--- config.mk ---
export PLATFORM = sky130hd
export DESIGN_NAME = word_to_byte_reader
export DESIGN_NICKNAME = d
export VERILOG_FILES = /design/src/rtl/word_to_byte_reader.sv
export SDC_FILE = /design/constraint.sdc
export NUM_CORES = 1
export LEC_CHECK = 0
export CORE_UTILIZATION = 45
export DETAILED_ROUTE_END_ITERATION = 6
export HOLD_SLACK_MARGIN = 0.08
export PLACE_DENSITY = 0.78
export SLEW_MARGIN = 20
export SYNTH_ARGS = -nofsm -noshare
export SYNTH_HDL_FRONTEND = slang
export SYNTH_SLANG_ARGS = --single-unit
--- constraint.sdc ---
create_clock -name clk -period 1.9 [get_ports clk]
set_clock_uncertainty 0.15 [all_clocks]
set_input_delay 0.38 -clock clk [delete_from_list [all_inputs] [get_ports clk]]
set_output_delay 0.38 -clock clk [all_outputs]
set_load 0.1 [all_outputs]
--- src/rtl/word_to_byte_reader.sv ---
// Byte-granular read adapter in front of a 32-bit word memory, with a one-word
// buffer that serves repeat reads of the same word without another fetch.
module word_to_byte_reader #(
  parameter int BYTE_ADDR_WIDTH = 6
) (
  input  logic                       clk,
  input  logic                       rst_n,
  input  logic                       req_valid,
  output logic                       req_ready,
  input  logic [BYTE_ADDR_WIDTH-1:0] req_addr,
  output logic                       rsp_valid,
  input  logic                       rsp_ready,
  output logic [7:0]                 rsp_data,
  output logic                       mem_rd_en,
  output logic [BYTE_ADDR_WIDTH-3:0] mem_addr,
  input  logic [31:0]                mem_rd_data,
  input  logic                       snoop_wr_en,
  input  logic [BYTE_ADDR_WIDTH-3:0] snoop_word_addr,
  input  logic                       flush
);

  // state   | meaning
  // IDLE    | ready for a byte request
  // FETCH   | word read strobe to memory
  // CAPTURE | memory data valid, fill buffer and pick the lane
  // RESP    | byte presented, waiting for rsp_ready
  typedef enum logic [1:0] {IDLE, FETCH, CAPTURE, RESP} state_t;

  state_t                     state;
  logic                       buf_valid;
  logic                       fetch_clean;
  logic [31:0]                buf_word;
  logic [BYTE_ADDR_WIDTH-3:0] tag;
  logic [1:0]                 offset;
  logic [7:0]                 rsp_data_q;

  logic in_flight;
  logic snoop_hit;
  logic inv;
  logic hit;

  function automatic logic [7:0] lane(input logic [31:0] w, input logic [1:0] o);
    logic [7:0] b;
    case (o)
      2'd0:    b = w[7:0];
      2'd1:    b = w[15:8];
      2'd2:    b = w[23:16];
      default: b = w[31:24];
    endcase
    return b;
  endfunction

  assign in_flight = (state == FETCH) || (state == CAPTURE);
  assign snoop_hit = snoop_wr_en && (snoop_word_addr == tag);
  assign inv       = flush || (snoop_hit && (buf_valid || in_flight));
  assign hit       = buf_valid && (req_addr[BYTE_ADDR_WIDTH-1:2] == tag) && !inv;

  always_ff @(posedge clk or negedge rst_n) begin
    if (!rst_n) begin
      state       <= IDLE;
      buf_valid   <= 1'b0;
      fetch_clean <= 1'b0;
      buf_word    <= '0;
      tag         <= '0;
      offset      <= '0;
      rsp_data_q  <= '0;
    end else begin
      if (inv) buf_valid <= 1'b0;
      case (state)
        IDLE: begin
          if (req_valid) begin
            tag    <= req_addr[BYTE_ADDR_WIDTH-1:2];
            offset <= req_addr[1:0];
            if (hit) begin
              rsp_data_q <= lane(buf_word, req_addr[1:0]);
              state      <= RESP;
            end else begin
              // the buffer is about to be overwritten, so it no longer matches tag
              buf_valid   <= 1'b0;
              fetch_clean <= 1'b1;
              state       <= FETCH;
            end
          end
        end
        FETCH: begin
          if (inv) fetch_clean <= 1'b0;
          state <= CAPTURE;
        end
        CAPTURE: begin
          buf_word   <= mem_rd_data;
          rsp_data_q <= lane(mem_rd_data, offset);
          buf_valid  <= fetch_clean && !inv;
          state      <= RESP;
        end
        RESP: begin
          if (rsp_ready) state <= IDLE;
        end
        default: state <= IDLE;
      endcase
    end
  end

  assign req_ready = (state == IDLE);
  assign rsp_valid = (state == RESP);
  assign mem_rd_en = (state == FETCH);
  assign mem_addr  = (state == FETCH) ? tag : '0;
  assign rsp_data  = rsp_data_q;

endmodule

==> results.sh, run 1 <==
export IMPL_worst_slack_ns=-0.127
export IMPL_die_y_um=77.9
export IMPL_groute_usage_overall_pct=19.4
export IMPL_grt_remaining_overflow=0
export IMPL_fin_area_um2=3820
export IMPL_wl_per_cell_um=16.4
export IMPL_grt_max_degree=51
export IMPL_die_w_um=77.9
export IMPL_drt_wl_total_um=5380
export IMPL_reg2reg_depth=8
export IMPL_slew_viol_final=0
export IMPL_area_growth_pct=47.4
export IMPL_critPathArrivalTime_ns=2.06
export IMPL_required_ns=1.94
export IMPL_dr_total_vias=1746
export IMPL_drcViolationCount=0
export IMPL_cellPowerDensity_nw_per_um2=1860
export IMPL_synth_warning_count=0
export IMPL_cp_max_fo=8
export IMPL_violations="setup timing"
export IMPL_diodes=0
export IMPL_h_tree_depth=2
export IMPL_dieArea_um2=6070
export IMPL_start_kind="primary input"
export IMPL_outcome="complete, but fails checks"
export IMPL_drt_pass1_iterations=4
export IMPL_synth_distinct_cells=27
export IMPL_clock_sinks=50
export IMPL_ant_nets=0
export IMPL_routed_via_density=5.34
export IMPL_power_mw=7.10
export IMPL_max_stage_delay_ns=0.47
export IMPL_timing_fmax_ghz=0.493
export IMPL_grt_antenna_before_repair=0
export IMPL_layout_common_cells="50 x dfrtp_1, 46 x mux2_2, 45 x clkdlybuf4s50_1"
export IMPL_numPortBuffers=62
export IMPL_fillers=394
export IMPL_hold_class="flip-flop to flip-flop"
export IMPL_crit_type="primary input to flip-flop"
export IMPL_insertion_delay_ns=0.30
export IMPL_hpwl_um=3980
export IMPL_vdd_drop_max_mv=0.981
export IMPL_drt_iter0_drc=80
export IMPL_core_area_um2=5540
export IMPL_syn_avg_cell_area_um2=15.1
export IMPL_finalSetupViolations=12
export IMPL_cts_tree="done"
export IMPL_final_nets=307
export IMPL_grt_pass1_vias=1780
export IMPL_synth_yosys_seq_area_share_pct=48.2
export IMPL_holdWs_ns=0.359
export IMPL_syn_nets=224
export IMPL_place_area_um2=3680
export IMPL_ys_ff_latch=50
export IMPL_crit_chain="clkdlybuf4s50_1, xor2_1, nor3_2, a211oi_2, a31oi_4, buf_12, mux2_4"
export IMPL_syn_cell_area_um2=2590
export IMPL_cts_path_max_buffers=2
export IMPL_root_buffer="clkbuf_8"
export IMPL_worstMarginPinSlew_ns=0.488
export IMPL_critPathCaptureType="flip-flop"
export IMPL_hold_depth=1
export IMPL_row_count=27
export IMPL_hold_viol_final=0
export IMPL_gp_congestion=0.729
export IMPL_initial_core_util_pct=46.8
export IMPL_rsz0062_at_grt="yes"
export IMPL_fin_crit_sh_pct=107
export IMPL_relSlewSlack_pct=67.5
export IMPL_leakage_nw=1.58
export IMPL_path_clk_slew_ns=0.08
export IMPL_period_minus_slack_ns=2.03
export IMPL_final_common_cell="dfrtp_1"
export IMPL_cts_made_buffers=5
export IMPL_grt_pass1_wl_um=8820
export IMPL_drv_cap=0
export IMPL_critPathSlowestCell="clkdlybuf4s50_1"
export IMPL_ioPinCount=63
export IMPL_synthCells=172
export IMPL_drive_above_1_share_pct=50.2
==> cell type report <==
class / instances / area, um^2 / area share [%]
Clock buffer: 7 / 76.3 / 2.00
Inverter: 3 / 11.3 / 0.295
Timing Repair Buffer: 86 / 1040 / 27.3
Multi-Input combinational cell: 109 / 1350 / 35.4
Tap cell: 72 / 90.1 / 2.36
Sequential cell: 50 / 1250 / 32.7
==> cells by family after synthesis <==
| family | count (synthesis) | synth area share (%) |
|---|---|---|
| mux | 71 | 37.7 |
| flops | 50 | 48.2 |
| simple gates | 17 | 3.86 |
| buf+inv | 13 | 2.41 |
| compound gates | 9 | 3.14 |
| xor+xnor | 8 | 2.70 |
| fa+ha+maj | 4 | 1.93 |
==> power by group <==
part / leakage, nW / switching, mW / internal (mW)
Clock: 0.0383 / 0.322 / 0.254
Sequential: 0.591 / 0.413 / 1.62
Combinational: 0.953 / 2.14 / 2.35
Total: 1.58 / 2.87 / 4.22
==> layer usage <==
metal,global-route usage [%],share of wire (%),vias up
met5,0,0,-
met4,6.11,1.4,0
met3,5.29,4.8,9
met2,31.5,50,40
met1,25.5,43,892
li1,-,-,805
==> worst paths after layout <==
check                                         from      endpoint  slack, ns
worst max-delay path            snoop_word_addr[3]   rsp_data[2]      -0.13
worst min-delay path                  buf_word[29]  buf_word[29]       0.36
worst max register to register            state[1]   rsp_data[2]      -0.12
worst min register to register        buf_word[29]  buf_word[29]       0.36
max in group asynchronous                    rst_n  buf_word[26]       0.93
min in group asynchronous                    rst_n   buf_word[3]       0.44
==> Yosys cell counts <==
cell | n | area (um^2)
mux2i_1 | 1 | 10.0
o31ai_1 | 2 | 15.0
a31oi_4 | 1 | 21.3
nand3_1 | 1 | 5.00
and2_2 | 1 | 7.51
nand2_1 | 1 | 3.75
clkbuf_1 | 3 | 11.3
a22oi_1 | 1 | 7.51
nand2b_1 | 1 | 6.26
ha_1 | 4 | 50.1
mux4_2 | 16 | 360
a21oi_1 | 2 | 10.0
nor2b_1 | 5 | 31.3
xnor2_1 | 4 | 35.0
nand4_1 | 1 | 6.26
inv_1 | 3 | 11.3
and2_1 | 3 | 18.8
nor2_1 | 3 | 11.3
o21ai_0 | 1 | 5.00
o32a_1 | 1 | 10.0
buf_2 | 5 | 25.0
buf_4 | 2 | 15.0
mux2_2 | 54 | 608
a211oi_2 | 1 | 12.5
xor2_1 | 4 | 35.0
nor3_2 | 1 | 10.0
dfrtp_1 | 50 | 1250
==> critical path, delay by kind of cell <==
kind	cells	cell delay, ns
buf+inv	2	0.64
compound gates	2	0.47
xor+xnor	1	0.18
mux	1	0.29
simple gates	1	0.09
==> through the flow <==
step                setup WS [ns]  instances  utilization [%]  setup TNS, ns
detailed placement         -0.507        316             66.4          -4.40
global route               -0.206        327             69.0          -1.95
finish                     -0.127        327             69.0          -1.04
floorplan                  -0.110        172                -          -2.30
global placement           -0.486        316             66.4          -4.21
CTS                        -0.128        327             68.9          -1.09
==> registers in the layout (all words and copies together), names as in the netlist <==
register / count
state: 2
offset: 2
buf_valid: 1
rsp_data: 8
buf_word: 32
fetch_clean: 1
tag: 4
==> what timing repair did <==
| action | in CTS | in global routing |
|---|---|---|
| pin swaps | 7 | 0 |
| gates cloned | 1 | 0 |
| hold buffers | 1 | 0 |
| hold endpoints to repair | 50 | 0 |
| setup buffers | 2 | 0 |
| setup endpoints to repair | 12 | 14 |
| gates resized for setup | 2 | 2 |
Note: power is estimated with default switching activity, not from simulation.
==> inputs of run 2 (changes only) <==
--- a/config.mk
+++ b/config.mk
@@ -5,10 +5,10 @@
 export SDC_FILE = /design/constraint.sdc
 export NUM_CORES = 1
 export LEC_CHECK = 0
-export CORE_UTILIZATION = 45
+export CORE_UTILIZATION = 49
 export DETAILED_ROUTE_END_ITERATION = 6
 export HOLD_SLACK_MARGIN = 0.08
-export PLACE_DENSITY = 0.78
+export PLACE_DENSITY = 0.8
 export SLEW_MARGIN = 20
 export SYNTH_ARGS = -nofsm -noshare
 export SYNTH_HDL_FRONTEND = slang
==> constraint.sdc (replaced) <==
create_clock -name clk -period 2.1 [get_ports clk]
set_clock_uncertainty 0.15 [all_clocks]
set_input_delay 0.42 -clock clk [delete_from_list [all_inputs] [get_ports clk]]
set_output_delay 0.42 -clock clk [all_outputs]
set_load 0.1 [all_outputs]
==> results.sh, run 2 (same netlist as run 1, synthesis figures left out) <==
export IMPL_p_switching_mw=2.52
export IMPL_insertion_delay_ns=0.31
export IMPL_power_frac_seq_pct=29.6
export IMPL_fin_crit_sh_pct=97.1
export IMPL_hold_viol_final=0
export IMPL_gr_max_usage_layer="met2"
export IMPL_gp_congestion=0.756
export IMPL_crit_type="primary input to flip-flop"
export IMPL_dr_total_vias=1719
export IMPL_vdd_drop_max_mv=0.967
export IMPL_numPortBuffers=62
export IMPL_critPathCaptureType="flip-flop"
export IMPL_cellPowerDensity_nw_per_um2=1660
export IMPL_routed_via_density=5.34
export IMPL_power_frac_comb_pct=59.3
export IMPL_diodes=0
export IMPL_place_area_um2=3460
export IMPL_p_clk_share_pct=11.1
export IMPL_fin_area_um2=3650
export IMPL_use_met2_pct=37.0
export IMPL_drt_iter0_drc=55
export IMPL_wl_per_cell_um=16.3
export IMPL_drcViolationCount=0
export IMPL_grt_pass1_wl_um=8730
export IMPL_initial_core_util_pct=50.8
export IMPL_hpwl_um=3730
export IMPL_grt_max_degree=34
export IMPL_row_count=26
export IMPL_root_buffer="clkbuf_8"
export IMPL_outcome="complete, no violations"
export IMPL_core_area_um2=5110
export IMPL_ant_nets=0
export IMPL_cts_tree="done"
export IMPL_clock_sinks=50
export IMPL_die_w_um=74.8
export IMPL_die_y_um=74.8
export IMPL_use_met1_pct=28.1
export IMPL_dieArea_um2=5590
export IMPL_h_tree_depth=2
export IMPL_cellInternalPower_mw=3.54
export IMPL_drv_cap=0
export IMPL_period_minus_slack_ns=2.04
export IMPL_grt_remaining_overflow=0
export IMPL_multi_input_area_um2=1310
export IMPL_ioPinCount=63
export IMPL_final_nets=303
export IMPL_area_growth_pct=40.7
export IMPL_leakage_nw=1.49
export IMPL_place_ws_ns=-0.333
export IMPL_largest_register="buf_word"
export IMPL_fillers=365
export IMPL_finalSetupViolations=0
export IMPL_required_ns=2.15
export IMPL_path_clk_slew_ns=0.09
export IMPL_hold_class="flip-flop to flip-flop"
export IMPL_final_common_cell="mux2_2"
export IMPL_worst_slack_ns=0.0612
export IMPL_swShare_pct=41.6
export IMPL_cp_max_fo=4
export IMPL_met3_usage_pct=2.81
export IMPL_groute_usage_overall_pct=21.5
export IMPL_critPathArrivalTime_ns=2.09
export IMPL_drt_wl_total_um=5240
export IMPL_grt_antenna_before_repair=0
export IMPL_cts_path_max_buffers=2
export IMPL_largest_reg_flops=32
export IMPL_cts_made_buffers=5
export IMPL_start_kind="primary input"
export IMPL_drive_above_1_share_pct=49.6
export IMPL_rsz0062_at_grt="yes"
export IMPL_layout_common_cells="54 x mux2_2, 50 x dfrtp_1, 45 x clkdlybuf4s50_1"
export IMPL_grt_pass1_vias=1804
export IMPL_worstMarginPinSlew_ns=0.474
export IMPL_timing_fmax_ghz=0.490
export IMPL_relSlewSlack_pct=68.4
export IMPL_seq_area_um2=1250
export IMPL_drt_pass1_iterations=4
export IMPL_slew_viol_final=0
[run 2: cell count changes in the layout (fill, tap and decap cells not counted), sizes merged]
| cell | previous run | this run |
|---|---|---|
| buf | 38 | 34 |
| clkbuf | 7 | 5 |
| clkinv | 0 | 2 |
| bufinv | 0 | 1 |
[run 2: power groups by stage]
| stage | clock [mW] | sequential [mW] | combinational, mW |
|---|---|---|---|
| after global routing | 0.728 | 1.86 | 3.81 |
| after CTS | 0.690 | 1.79 | 3.55 |
| after global placement | 0 | 1.79 | 3.47 |
| after detailed placement | 0 | 1.81 | 3.53 |
| after floorplan | 0 | 2.26 | 2.12 |
| final | 0.672 | 1.79 | 3.59 |
[run 2: cell type report]
| type | instances | area share [%] |
|---|---|---|
| inverter | 3 | 0.309 |
| tap | 70 | 2.40 |
| clock inverter | 3 | 1.10 |
| clock buffer | 5 | 1.89 |
| timing repair buffer | 82 | 24.1 |
| multi-input combinational | 109 | 35.9 |
| sequential | 50 | 34.3 |
[run 2: metal layers]
layer / routed length [um] / up-vias
met4: 76 / 0
li1: - / 798
met5: 0 / -
met1: 2290 / 878
met2: 2750 / 35
met3: 119 / 8
[run 2: stage by stage]
step / util (%) / setup TNS, ns / hold WS [ns] / instances / total power [mW]
6_report: 71.5 / 0 / 0.360 / 322 / 6.05
5_1_grt: 71.5 / -0.0247 / 0.379 / 322 / 6.40
4_1_cts: 70.7 / 0 / 0.364 / 318 / 6.03
3_5_place_dp: 67.7 / -2.64 / 0.196 / 308 / 5.33
3_3_place_gp: 67.7 / -2.58 / 0.194 / 308 / 5.26
2_1_floorplan: - / -0.419 / -0.0256 / 172 / 4.38
[run 2: what timing repair did]
item	CTS	global route
buffers inserted	0	4
gates resized for setup	1	4
endpoints found under the hold margin	14	0
pin swaps	2	3
setup endpoints to repair	8	9
hold buffers	1	0
cloned	1	0
[run 2: final timing paths]
check | start | endpoint | slack (ns) | depth (start not counted)
worst min register to register | buf_word[27] | buf_word[27] | 0.36 | 1
worst max-delay path | req_addr[5] | rsp_data[5] | 0.06 | 7
max in group asynchronous | rst_n | buf_word[13] | 0.78 | 3
worst min-delay path | buf_word[27] | buf_word[27] | 0.36 | 1
min in group asynchronous | rst_n | buf_word[9] | 0.38 | 2
worst max register to register | state[1] | rsp_data[5] | 0.08 | 8
[run 2: critical path, stage by stage]
cell and delay [ns]:
clkdlybuf4s50_1 0.51, xnor2_1 0.14, nand4_1 0.14, a211oi_2 0.33, a31oi_4 0.12, buf_4 0.17
mux2_2 0.27
==> inputs of run 3 (changes only) <==
--- a/config.mk
+++ b/config.mk
@@ -5,10 +5,11 @@
 export SDC_FILE = /design/constraint.sdc
 export NUM_CORES = 1
 export LEC_CHECK = 0
-export CORE_UTILIZATION = 49
+export CORE_MARGIN = 2
+export CORE_UTILIZATION = 53
 export DETAILED_ROUTE_END_ITERATION = 6
 export HOLD_SLACK_MARGIN = 0.08
-export PLACE_DENSITY = 0.8
+export PLACE_DENSITY = 0.86
 export SLEW_MARGIN = 20
 export SYNTH_ARGS = -nofsm -noshare
 export SYNTH_HDL_FRONTEND = slang
==> constraint.sdc (replaced) <==
create_clock -name clk -period 2.6 [get_ports clk]
set_clock_uncertainty 0.15 [all_clocks]
set_input_delay 0.52 -clock clk [delete_from_list [all_inputs] [get_ports clk]]
set_output_delay 0.52 -clock clk [all_outputs]
set_load 0.1 [all_outputs]
==> results.sh, run 3 (same netlist as run 1, synthesis figures left out) <==
export IMPL_outcome="complete, no violations"
export IMPL_dieArea_um2=5470
export IMPL_largest_reg_flops=32
export IMPL_p_clk_share_pct=9.9
export IMPL_row_count=25
export IMPL_gp_congestion=0.804
export IMPL_hpwl_um=3740
export IMPL_critPathSlowestCell="dfrtp_1"
export IMPL_power_frac_seq_pct=32.3
export IMPL_required_ns=2.64
export IMPL_grt_max_degree=51
export IMPL_seq_area_um2=1250
export IMPL_worstMarginPinSlew_ns=0.615
export IMPL_fin_crit_sh_pct=84.8
export IMPL_cellPowerDensity_nw_per_um2=1330
export IMPL_initial_core_util_pct=54.9
export IMPL_grt_pass1_vias=1739
export IMPL_r2r_start="state[0]"
export IMPL_cts_path_max_buffers=2
export IMPL_hold_viol_final=0
export IMPL_crit_chain="inv_1, ha_1, o21ai_0, nor2_1, a211oi_2, a31oi_4, buf_12, mux2_2"
export IMPL_drcViolationCount=0
export IMPL_grt_remaining_overflow=0
export IMPL_leakage_nw=1.39
export IMPL_fillers=304
export IMPL_clock_sinks=50
export IMPL_final_util_pct=73.0
export IMPL_ctsHoldBuffers=0
export IMPL_groute_usage_overall_pct=20.5
export IMPL_drt_iter0_drc=56
export IMPL_root_buffer="clkbuf_8"
export IMPL_p_switching_mw=1.97
export IMPL_r2r_end="rsp_data[4]"
export IMPL_swShare_pct=42.7
export IMPL_grt_pass1_wl_um=8320
export IMPL_die_w_um=74.0
export IMPL_drt_pass1_iterations=4
export IMPL_finalSetupViolations=0
export IMPL_drv_cap=0
export IMPL_reg2reg_depth=8
export IMPL_stdcell_count=305
export IMPL_place_inst=297
export IMPL_ant_nets=0
export IMPL_fin_area_um2=3450
export IMPL_numPortBuffers=62
export IMPL_vdd_drop_max_mv=0.753
export IMPL_crit_type="flip-flop to flip-flop"
export IMPL_cts_tree="done"
export IMPL_ioPinCount=63
export IMPL_diodes=0
export IMPL_relSlewSlack_pct=59.0
export IMPL_cellInternalPower_mw=2.64
export IMPL_rsz0062_at_grt="no"
export IMPL_setup_tns_ns=0
export IMPL_final_common_cell="mux2_2"
export IMPL_start_kind="flip-flop"
export IMPL_drive_above_1_share_pct=45.4
export IMPL_die_y_um=74.0
export IMPL_layout_common_cells="54 x mux2_2, 50 x dfrtp_1, 46 x clkdlybuf4s50_1"
export IMPL_final_nets=289
export IMPL_power_frac_comb_pct=57.8
export IMPL_core_area_um2=4720
export IMPL_dr_total_vias=1669
export IMPL_period_minus_slack_ns=2.20
export IMPL_largest_register="buf_word"
export IMPL_cts_made_buffers=5
export IMPL_h_tree_depth=2
export IMPL_power_mw=4.60
export IMPL_area_growth_pct=33.0
export IMPL_grt_antenna_before_repair=0
export IMPL_multi_input_area_um2=1290
export IMPL_routed_via_density=5.47
export IMPL_critPathArrivalTime_ns=2.24
export IMPL_cts_post_setup_buffers_inserted=0
export IMPL_place_area_um2=3360
export IMPL_path_clk_slew_ns=0.09
export IMPL_insertion_delay_ns=0.30
export IMPL_cp_max_fo=8
export IMPL_timing_fmax_ghz=0.454
export IMPL_max_stage_delay_ns=0.41
export IMPL_slew_viol_final=0
export IMPL_critPathCaptureType="flip-flop"
export IMPL_post_cts_resized=0
export IMPL_r2r_setup_slack_ns=0.40
export IMPL_drt_wl_total_um=5020
export IMPL_wl_per_cell_um=16.5
export IMPL_hold_class="primary input to async pin"
run 3: changes by cell type in the layout (fill, tap and decap cells not counted), moves of 2 or more:
| cell | delta |
|---|---|
| ha_4 | -2 |
| inv_1 | +2 |
| buf_4 | -10 |
| buf_12 | -2 |
| inv_2 | -2 |
run 3: layer usage:
| metal | up-vias | track usage [%] | share of wire (%) |
|---|---|---|---|
| met2 | 53 | 35.4 | 52 |
| met1 | 838 | 26.0 | 42 |
| met3 | 7 | 5.42 | 5.2 |
| met4 | 0 | 4.85 | 1.1 |
| li1 | 771 | - | - |
| met5 | - | 0 | 0 |
run 3: final cells by class:
class	instances	share of cell area [%]
multi-input cells	109	37.4
flip-flops and latches	50	36.3
repair buffers	68	21.0
clock buffers	7	2.50
well taps	67	2.43
inverters	3	0.326
clock inverters	1	0.145
run 3: metrics by stage:
stage,worst slack [ns],hold slack [ns]
final,0.396,0.161
after global routing,0.260,0.211
after CTS,0.390,0.183
after detailed placement,0.0931,0.344
after global placement,0.124,0.336
after floorplan,0.0306,0.0744
run 3: worst max-delay path, delay by kind of cell (launching register included):
family | cells | cell delay [ns]
AOI/OAI and AO/OA | 3 | 0.61
DFF | 1 | 0.41
adders and majority gates | 1 | 0.31
muxes | 1 | 0.27
buffers and inverters | 2 | 0.25
and+or+nand+nor | 1 | 0.08
run 3: how the worst max path moves through the flow:
stage                        endpoint  cells after the start        start
after floorplan           rsp_data[0]                      6     state[0]
after global placement    rsp_data[5]                      5  req_addr[0]
after detailed placement  rsp_data[4]                      7  req_addr[2]
after CTS                 rsp_data[4]                      8     state[0]
after global routing      rsp_data[4]                      8     state[0]
final                     rsp_data[4]                      8     state[0]
run 3: power by group through the flow:
stage               clock network (mW)  registers [mW]  logic (mW)
finish                           0.458            1.49        2.66
detailed placement                   0            1.51        2.68
global placement                     0            1.50        2.64
global route                     0.517            1.55        2.81
floorplan                            0            1.82        1.69
CTS                              0.473            1.50        2.69
